--- src/rtl/aes_ctrl_pkg.sv ---
// Shared constants and state encoding for the AES controller's serial-read stage.
package aes_ctrl_pkg;

    localparam int unsigned BLOCK_BYTES = 16;
    localparam int unsigned BYTE_W      = 8;
    localparam int unsigned BLOCK_W     = BLOCK_BYTES * BYTE_W;
    localparam int unsigned CNT_W       = 5;

    typedef enum logic [1:0] {
        StIdle    = 2'd0,
        StCollect = 2'd1,
        StDone    = 2'd2
    } collector_state_e;

endpackage

--- src/rtl/serial_block_collector_if.sv ---
// Controller/UART-side bundle of the serial block collector.
// TimeoutErr exists only when SERIAL_COLLECT_TIMEOUT_EN is defined.
interface serial_block_collector_if;
    import aes_ctrl_pkg::*;

    logic               En;
    logic               Ry;
    logic [BYTE_W-1:0]  RxData;
    logic               RxValid;
    logic [BLOCK_W-1:0] Block;
    logic               BlockValid;
    logic [CNT_W-1:0]   ByteCount;
    logic               DropPulse;
`ifdef SERIAL_COLLECT_TIMEOUT_EN
    logic               TimeoutErr;

    modport master (
        output En, RxData, RxValid,
        input  Ry, Block, BlockValid, ByteCount, DropPulse, TimeoutErr
    );
    modport slave (
        input  En, RxData, RxValid,
        output Ry, Block, BlockValid, ByteCount, DropPulse, TimeoutErr
    );
`else
    modport master (
        output En, RxData, RxValid,
        input  Ry, Block, BlockValid, ByteCount, DropPulse
    );
    modport slave (
        input  En, RxData, RxValid,
        output Ry, Block, BlockValid, ByteCount, DropPulse
    );
`endif

endinterface

--- src/rtl/byte_gap_timer.sv ---
// Resettable up-counter that flags the cycle in which Limit idle clocks have elapsed.
module byte_gap_timer #(
    parameter int unsigned Limit = 1000
) (
    input  logic Clk,
    input  logic Rst,
    input  logic clr_i,
    input  logic en_i,
    output logic expire_o
);
    localparam int unsigned CntW = $clog2(Limit + 1);

    logic [CntW-1:0] cnt_q, cnt_d;
    logic            at_limit;

    assign at_limit = (cnt_q == CntW'(Limit - 1));
    assign expire_o = en_i & at_limit;

    always_comb begin
        cnt_d = cnt_q;
        if (clr_i) begin
            cnt_d = '0;
        end else if (en_i) begin
            cnt_d = at_limit ? '0 : cnt_q + 1'b1;
        end
    end

    always_ff @(posedge Clk or posedge Rst) begin
        if (Rst) begin
            cnt_q <= '0;
        end else begin
            cnt_q <= cnt_d;
        end
    end

endmodule

--- src/rtl/serial_block_collector.sv ---
// Collects BLOCK_BYTES UART bytes into one AES block under the controller's En/Ry handshake.
// Optional inter-byte timeout enabled by defining SERIAL_COLLECT_TIMEOUT_EN.
module serial_block_collector
    import aes_ctrl_pkg::*;
#(
    parameter int unsigned TIMEOUT_CYCLES = 1000
) (
    input logic                     Clk,
    input logic                     Rst,
    serial_block_collector_if.slave bus
);
    collector_state_e   state_q, state_d;
    logic [BLOCK_W-1:0] block_q, block_d;
    logic [CNT_W-1:0]   count_q, count_d;
    logic [CNT_W-1:0]   count_base;
    logic               ry_q, ry_d;
    logic               bvalid_q, bvalid_d;
    logic               drop_q, drop_d;
    logic               tout_q, tout_d;
    logic               accept;
    logic               gap_expire;

    assign accept = bus.En & bus.RxValid & ((state_q == StIdle) | (state_q == StCollect));
    // Entering from IDLE restarts the count, so the first byte is byte 0.
    assign count_base = (state_q == StIdle) ? '0 : count_q;

`ifdef SERIAL_COLLECT_TIMEOUT_EN
    logic gap_active;

    assign gap_active = (state_q == StCollect) && (count_q != '0);

    byte_gap_timer #(
        .Limit (TIMEOUT_CYCLES)
    ) u_gap_timer (
        .Clk      (Clk),
        .Rst      (Rst),
        .clr_i    (accept | ~gap_active),
        .en_i     (gap_active),
        .expire_o (gap_expire)
    );

    assign bus.TimeoutErr = tout_q;
`else
    logic unused_timeout_cfg;

    assign unused_timeout_cfg = ^TIMEOUT_CYCLES;
    assign gap_expire         = 1'b0;
`endif

    always_comb begin
        state_d  = state_q;
        block_d  = block_q;
        count_d  = count_q;
        ry_d     = 1'b0;
        bvalid_d = bvalid_q;
        drop_d   = 1'b0;
        tout_d   = 1'b0;
        unique case (state_q)
            StIdle: begin
                if (bus.En) begin
                    state_d  = StCollect;
                    count_d  = '0;
                    bvalid_d = 1'b0;
                end else if (bus.RxValid) begin
                    drop_d = 1'b1;
                end
            end
            StCollect: begin
                if (!bus.En) begin
                    state_d  = StIdle;
                    count_d  = '0;
                    bvalid_d = 1'b0;
                    drop_d   = bus.RxValid;
                end else if (!bus.RxValid && gap_expire) begin
                    count_d = '0;
                    tout_d  = 1'b1;
                end
            end
            StDone: begin
                if (!bus.En) begin
                    state_d = StIdle;
                end
                drop_d = bus.RxValid;
            end
            default: state_d = StIdle;
        endcase

        if (accept) begin
            block_d = {block_q[BLOCK_W-BYTE_W-1:0], bus.RxData};
            count_d = count_base + 1'b1;
            if (count_base == CNT_W'(BLOCK_BYTES - 1)) begin
                state_d  = StDone;
                ry_d     = 1'b1;
                bvalid_d = 1'b1;
            end
        end
    end

    always_ff @(posedge Clk or posedge Rst) begin
        if (Rst) begin
            state_q  <= StIdle;
            block_q  <= '0;
            count_q  <= '0;
            ry_q     <= 1'b0;
            bvalid_q <= 1'b0;
            drop_q   <= 1'b0;
            tout_q   <= 1'b0;
        end else begin
            state_q  <= state_d;
            block_q  <= block_d;
            count_q  <= count_d;
            ry_q     <= ry_d;
            bvalid_q <= bvalid_d;
            drop_q   <= drop_d;
            tout_q   <= tout_d;
        end
    end

    assign bus.Ry         = ry_q;
    assign bus.Block      = block_q;
    assign bus.BlockValid = bvalid_q;
    assign bus.ByteCount  = count_q;
    assign bus.DropPulse  = drop_q;

endmodule

--- src/flat_wrapper.sv ---
// flat-port wrapper written by rule: the top's interface ports become plain ports
module serial_block_collector_flat import aes_ctrl_pkg::*;
#(
    parameter int unsigned TIMEOUT_CYCLES = 1000
)
  (Clk, Rst, bus_En, bus_RxData, bus_RxValid, bus_Ry, bus_Block, bus_BlockValid, bus_ByteCount, bus_DropPulse);
  serial_block_collector_if bus_i ();
  input logic Clk;
  input logic Rst;
  input wire logic [$bits(bus_i.En)-1:0] bus_En;
  input wire logic [$bits(bus_i.RxData)-1:0] bus_RxData;
  input wire logic [$bits(bus_i.RxValid)-1:0] bus_RxValid;
  output wire logic [$bits(bus_i.Ry)-1:0] bus_Ry;
  output wire logic [$bits(bus_i.Block)-1:0] bus_Block;
  output wire logic [$bits(bus_i.BlockValid)-1:0] bus_BlockValid;
  output wire logic [$bits(bus_i.ByteCount)-1:0] bus_ByteCount;
  output wire logic [$bits(bus_i.DropPulse)-1:0] bus_DropPulse;
  assign bus_i.En = bus_En;
  assign bus_i.RxData = bus_RxData;
  assign bus_i.RxValid = bus_RxValid;
  assign bus_Ry = bus_i.Ry;
  assign bus_Block = bus_i.Block;
  assign bus_BlockValid = bus_i.BlockValid;
  assign bus_ByteCount = bus_i.ByteCount;
  assign bus_DropPulse = bus_i.DropPulse;
  serial_block_collector #(.TIMEOUT_CYCLES(TIMEOUT_CYCLES)) u_core (.Clk(Clk), .Rst(Rst), .bus(bus_i));
endmodule
--- config.mk ---
export PLATFORM = sky130hd
export DESIGN_NAME = serial_block_collector_flat
export DESIGN_NICKNAME = d
export VERILOG_FILES = /design/src/rtl/aes_ctrl_pkg.sv /design/src/rtl/serial_block_collector_if.sv /design/src/rtl/byte_gap_timer.sv /design/src/rtl/serial_block_collector.sv /design/src/flat_wrapper.sv
export SDC_FILE = /design/constraint.sdc
export NUM_CORES = 1
export LEC_CHECK = 0
export CORE_UTILIZATION = 38
export DETAILED_ROUTE_END_ITERATION = 8
export DONT_BUFFER_PORTS = 1
export PLACE_DENSITY = 0.57
export SLEW_MARGIN = 30
export SYNTH_ARGS = -nofsm -noshare
export SYNTH_HDL_FRONTEND = slang
export SYNTH_HIERARCHICAL = 1
export SYNTH_SLANG_ARGS = --single-unit
--- constraint.sdc ---
create_clock -name Clk -period 11.9 [get_ports Clk]
set_input_delay 2.38 -clock Clk [delete_from_list [all_inputs] [get_ports Clk]]
set_output_delay 2.38 -clock Clk [all_outputs]
set_load 0.02 [all_outputs]
==> results of run 1 <==
[path summary, 6_finish.rpt]
check	startpoint	end	slack, ps	cells after the start
setup / recovery	bus_En	u_core/bus.Block[5]$_DFFE_PP0P_	8220	5
min in group asynchronous	Rst	u_core/bus.DropPulse$_DFF_PP0_	1890	1
hold / removal	u_core/bus.Block[121]$_DFFE_PP0P_	u_core/bus.Block[121]$_DFFE_PP0P_	620	2
hold reg to reg	u_core/bus.Block[121]$_DFFE_PP0P_	u_core/bus.Block[121]$_DFFE_PP0P_	620	2
setup reg to reg	u_core/state_q[0]$_DFF_PP0_	u_core/bus.Block[5]$_DFFE_PP0P_	9050	7
max in group asynchronous	Rst	u_core/bus.ByteCount[4]$_DFFE_PP0P_	8910	2
[synthesized netlist by cell type]
| master | number | area, sq um |
|---|---|---|
| nand2_1 | 391 | 1468 |
| dfrtp_1 | 138 | 3453 |
| buf_2 | 15 | 75.07 |
| buf_6 | 14 | 157.7 |
| a21oi_1 | 8 | 40.04 |
| ha_1 | 8 | 100.1 |
| inv_1 | 7 | 26.28 |
| nor2_1 | 7 | 26.28 |
| o21ai_0 | 5 | 25.02 |
| a22o_1 | 3 | 26.28 |
| clkbuf_1 | 3 | 11.26 |
| nor2b_1 | 3 | 18.77 |
| nor3_1 | 3 | 15.01 |
| nand2b_1 | 2 | 12.51 |
| o31ai_1 | 2 | 15.01 |
| a21o_1 | 1 | 7.510 |
| a31oi_1 | 1 | 6.260 |
| buf_4 | 1 | 7.510 |
| mux2i_1 | 1 | 10.01 |
| nand3_1 | 1 | 5.000 |
| nand3b_1 | 1 | 7.510 |
| nand4b_1 | 1 | 8.760 |
| nor2_2 | 1 | 6.260 |
| nor3b_1 | 1 | 7.510 |
| o21ai_2 | 1 | 8.760 |
| o22ai_1 | 1 | 6.260 |
| or2_2 | 1 | 6.260 |
| or2_4 | 1 | 8.760 |
[state kept, by name, summed over array words and instances (netlist names)]
register	cells
u_core/bus.Block	128
u_core/bus.ByteCount	5
u_core/state_q	2
u_core/bus.BlockValid	1
u_core/bus.DropPulse	1
u_core/bus.Ry	1
[power by group through the flow]
stage	clock (mW)	sequential [mW]	combinational, mW
6_report	0.511	1.05	0.266
5_1_grt	0.545	1.09	0.315
4_1_cts	0.522	1.06	0.269
3_5_place_dp	0	1.07	0.269
3_3_place_gp	0	1.06	0.250
2_1_floorplan	0	0.986	0.237
[cells in the final DEF (no fill, tap or decap), types with 2 or more instances in the layout]
cell        count
clkbuf_8        2
buf_16          2
clkinvlp_4      2
inv_1           6
clkinv_2        3
a21oi_1         8
clkbuf_16      17
inv_6           2
dfrtp_1       138
o31ai_1         2
ha_1            8
nand2b_1        2
buf_4           2
clkinv_4        2
clkbuf_1        3
nor2_1          7
nor3_1          3
nand2_1       391
nor2b_1         3
a22o_1          3
o21ai_0         5
bufinv_16       2
[worst max-delay path, cell delays in order]
cell	delay [ps]
inv_1	120
or2_4	570
buf_4	660
nand2_1	120
nand2_1	100
[cell type report]
cell class                 count  area (sq um)
clock buffer                  22         464.2
timing repair buffer           5         81.33
tap                          180         225.2
inverter                       7         31.28
multi-input combinational    444          1841
clock inverter                10         116.4
fill                        1383          7884
sequential                   138          3453
[logic make-up after synthesis]
logic type | after synthesis | share of synthesized area, %
compound gates | 22 | 2.428
fa+ha+maj | 8 | 1.798
flops | 138 | 62.04
mux | 1 | 0.1798
buf+inv | 40 | 4.990
simple gates | 413 | 28.57
[metal layers]
layer  vias to the layer above  share of wire (%)  wire length, microns
met1                      1879                 40                  4876
met5                         -                  0                     0
met2                       152                 47                  5756
met3                        17                 11                  1318
li1                       1880                  -                     -
met4                         0                2.0                   247
==> results.ini, run 1 <==
[run_status]
outcome = completed

[detailed_routing]
route.detailed.drc = 0
via_count = 3928
drt_pass1_iterations = 5
totalWireLength_microns = 12200
ant_nets = 0
via_per_inst = 4.873
drtIter0Drc = 248
drt-wirelength-per-cell_microns = 15.13

[critical_path]
arrival_ps = 4030
worstPathRequired_ps = 12240
path_max_fanout = 67
start_kind = primary input
critical_path_class = in2reg
end_kind = register

[clocking]
cts_buffers = 17
clock_path_buffers = 2
root_buffer = clkbuf_16
htree_num_levels = 4
clock-sinks = 138
clk_latency_ps = 410
hold_buffers = 0
clk_pin_slew_ps = 50
cts_setup_buffers = 0
cts_resized = 0
cts_tree = built

[floorplan]
start_util_pct = 39.49
die_y_microns = 123.0
chipWidth_microns = 123.0
core_sq_um = 14100
dieArea_sq_um = 15140
rows = 43
io_pins = 148

[global_route]
grt_max_degree = 77
globalRouteMet1Util_pct = 19.98
grt_pass1_vias = 3891
grt_first_pass_wirelength_microns = 19680
grt_use_met3_pct = 8.303
busiest_layer = met2
antenna_found_initial = 0
overflow = 0
grt_use_met2_pct = 26.02
track_usage_pct = 17.00

[placed_design]
placed_cell_area_sq_um = 5628
dpl.hpwl_microns = 8062
io_buffer_count = 0
dp.cells = 774
gp_congestion = 0.8106
place_ws_ps = 7809

[cells_and_area]
layoutNonFillerInstCount = 806
postLayoutCoreUtil_pct = 44.07
area_growth_pct = 11.60
drive_gt1_share_pct = 6.230
final_area_sq_um = 6212
nets = 633
antenna_cells = 0

[power_and_ir_drop]
sequentialPowerShare_pct = 57.5
p_clk_share_pct = 27.9
vdd_ir_drop_max_mv = 0.1134
leakagePower_nw = 3.425
p_int_mw = 1.059
swShare_pct = 42.11
p_comb_share_pct = 14.5
p_switching_mw = 0.7704
powerDensity_nw_per_um2 = 294.5
power.total_mw = 1.829

[timing]
worstMarginPinSlew_ps = 751.0
hold_ws_ps = 616.6
period_minus_slack_ps = 3682
setup-violations-final = 0
finClkSkew_ps = 11.27
period_share_pct = 30.94
final.setup.tns_ps = 0
fmax_mhz = 271.6
layout_setup_ws_ps = 8218
rsz0062_at_grt = no
maxSlewHeadroom_pct = 49.93
final-max-slew-violation-count = 0
finalHoldViolations = 0

[synthesis]
synth_warnings = 6
syn_area_per_cell_sq_um = 8.950
synthCells = 622
synth_nets = 642
ys_seq_area_share_pct = 62.04
synth-seq-cells = 138
yosysUniqueCellTypes = 28
syn_area_sq_um = 5567

[hold_path]
hold_path_class = reg2reg

[job]
maxCapViolations = 0

Power figures use the tool's default switching activity.
==> run 2: changes to the inputs <==
Settings changed: PLACE_DENSITY 0.57 to 0.59.
Clock period 11.9 ns to 3 ns, I/O delays scaled along.
==> results.ini, run 2 (synthesis results as in run 1) <==
[floorplan]
die_y_microns = 123.0
io_pins = 148
rows = 43
dieArea_sq_um = 15140
core_sq_um = 14100
chipWidth_microns = 123.0
start_util_pct = 39.49

[critical_path]
reg2reg_setup_slack_ps = 660
cpLargestDelayFamily = simple AND/OR/NAND/NOR gates
rr_endpoint = u_core/bus.Block[51]$_DFFE_PP0P_
path_max_fanout = 64
worst_path_largest_cell_delay_ps = 490
critical_path_class = reg2reg
r2r_cells = 7
crit_buf_inv = 2
worstPathRequired_ps = 3360
start_kind = register
critPathMostFrequentCell = nand2_1
crit_end = u_core/bus.Block[51]$_DFFE_PP0P_
r2r-start = u_core/state_q[0]$_DFF_PP0_
path_cells = inv_1 -> ha_1 -> o21ai_2 -> or2_4 -> buf_12 -> nand2_1 -> nand2_1
arrival_ps = 2690
end_kind = register
slowest_stage = or2_4
crit_cells = 7
crit_start = u_core/state_q[0]$_DFF_PP0_

[clocking]
cts_setup_buffers = 0
clock-sinks = 138
clk_latency_ps = 420
htree_num_levels = 4
cts_buffers = 17
root_buffer = clkbuf_16
clk_pin_slew_ps = 60
hold_buffers = 0
clock_path_buffers = 2
cts_resized = 0
cts_tree = built

[timing]
worstMarginPinSlew_ps = 690.6
finClkSkew_ps = 10.55
period_minus_slack_ps = 2338
final-max-slew-violation-count = 0
fmax_mhz = 427.6
period_share_pct = 77.95
maxSlewHeadroom_pct = 53.96
setup-violations-final = 0
finalHoldViolations = 0
rsz0062_at_grt = no
final.setup.tns_ps = 0

[cells_and_area]
drive_gt1_share_pct = 6.560
nFillCells = 1370
final_common_cell = nand2_1
area_growth_pct = 11.31
final_area_sq_um = 6196
antenna_cells = 0
largest_reg_flops = 128
nets = 634
postLayoutCoreUtil_pct = 43.96
layoutNonFillerInstCount = 805
layout_common_cells = 391 x nand2_1, 138 x dfrtp_1, 17 x clkbuf_16

[job]
maxCapViolations = 0

[detailed_routing]
totalWireLength_microns = 11970
ant_nets = 0
via_count = 3980
via_per_inst = 4.944
route.detailed.drc = 0
drt-wirelength-per-cell_microns = 14.87
drt_pass1_iterations = 6
drtIter0Drc = 218

[hold_path]
hold_path_class = in2async

[global_route]
grt_max_degree = 69
track_usage_pct = 16.79
overflow = 0
grt_first_pass_wirelength_microns = 19460
grt_pass1_vias = 3837
antenna_found_initial = 0

[run_status]
outcome = completed

[power_and_ir_drop]
leakagePower_nw = 3.418
vdd_ir_drop_max_mv = 0.4230
powerDensity_nw_per_um2 = 1166

[placed_design]
dpl.hpwl_microns = 7920
placed_cell_area_sq_um = 5632
dp.cells = 775
gp_congestion = 0.8030
io_buffer_count = 0

## run 2: changes by cell type in the layout (fill, tap and decap cells not counted), sizes merged
cell,change
buf,+1
clkinvlp,+2
clkbuf,-4
## run 2: worst min path at each step
stage	start	to	slack [ps]	cells past startpoint
2_1_floorplan	u_core/bus.Block[120]$_DFFE_PP0P_	u_core/bus.Block[120]$_DFFE_PP0P_	580	2
3_3_place_gp	Rst	u_core/bus.Block[126]$_DFFE_PP0P_	460	1
3_5_place_dp	Rst	u_core/bus.Block[126]$_DFFE_PP0P_	470	1
4_1_cts	Rst	u_core/bus.Block[117]$_DFFE_PP0P_	20	1
5_1_grt	Rst	u_core/bus.Block[117]$_DFFE_PP0P_	40	1
6_report	Rst	u_core/bus.Block[126]$_DFFE_PP0P_	30	1
## run 2: area by class of cell
| cell class | instances | area [sq um] | area share, % |
|---|---|---|---|
| clock buffers | 18 | 439.2 | 7.088 |
| clock inverters | 12 | 125.1 | 2.019 |
| inverters | 7 | 30.03 | 0.4847 |
| multi-input cells | 444 | 1841 | 29.71 |
| flip-flops and latches | 138 | 3453 | 55.74 |
| well taps | 180 | 225.2 | 3.635 |
| repair buffers | 6 | 82.58 | 1.333 |
## run 2: stage by stage
| step | worst slack (ps) | total power, mW | hold slack (ps) |
|---|---|---|---|
| final | 661.6 | 7.223 | 26.06 |
| after global placement | 778.8 | 5.217 | 465.0 |
| after detailed placement | 670.2 | 5.287 | 472.3 |
| after floorplan | 678.9 | 4.854 | 577.5 |
| after global routing | 471.4 | 7.666 | 39.72 |
| after CTS | 664.9 | 7.320 | 17.24 |
## run 2: layer usage
layer,track usage (%),vias up,routed length (microns)
met2,25.81,129,5549
li1,-,1887,-
met5,0,-,0
met1,20.05,1948,5035
met3,7.565,16,1177
met4,7.907,0,208
## run 2: power by group
part	leakage, nW	internal [mW]	switching, mW	total [mW]
Combinational	1.28	0.389	0.669	1.06
Clock	0.274	1.23	0.779	2.01
Sequential	1.86	2.54	1.61	4.15
Total	3.42	4.16	3.06	7.22
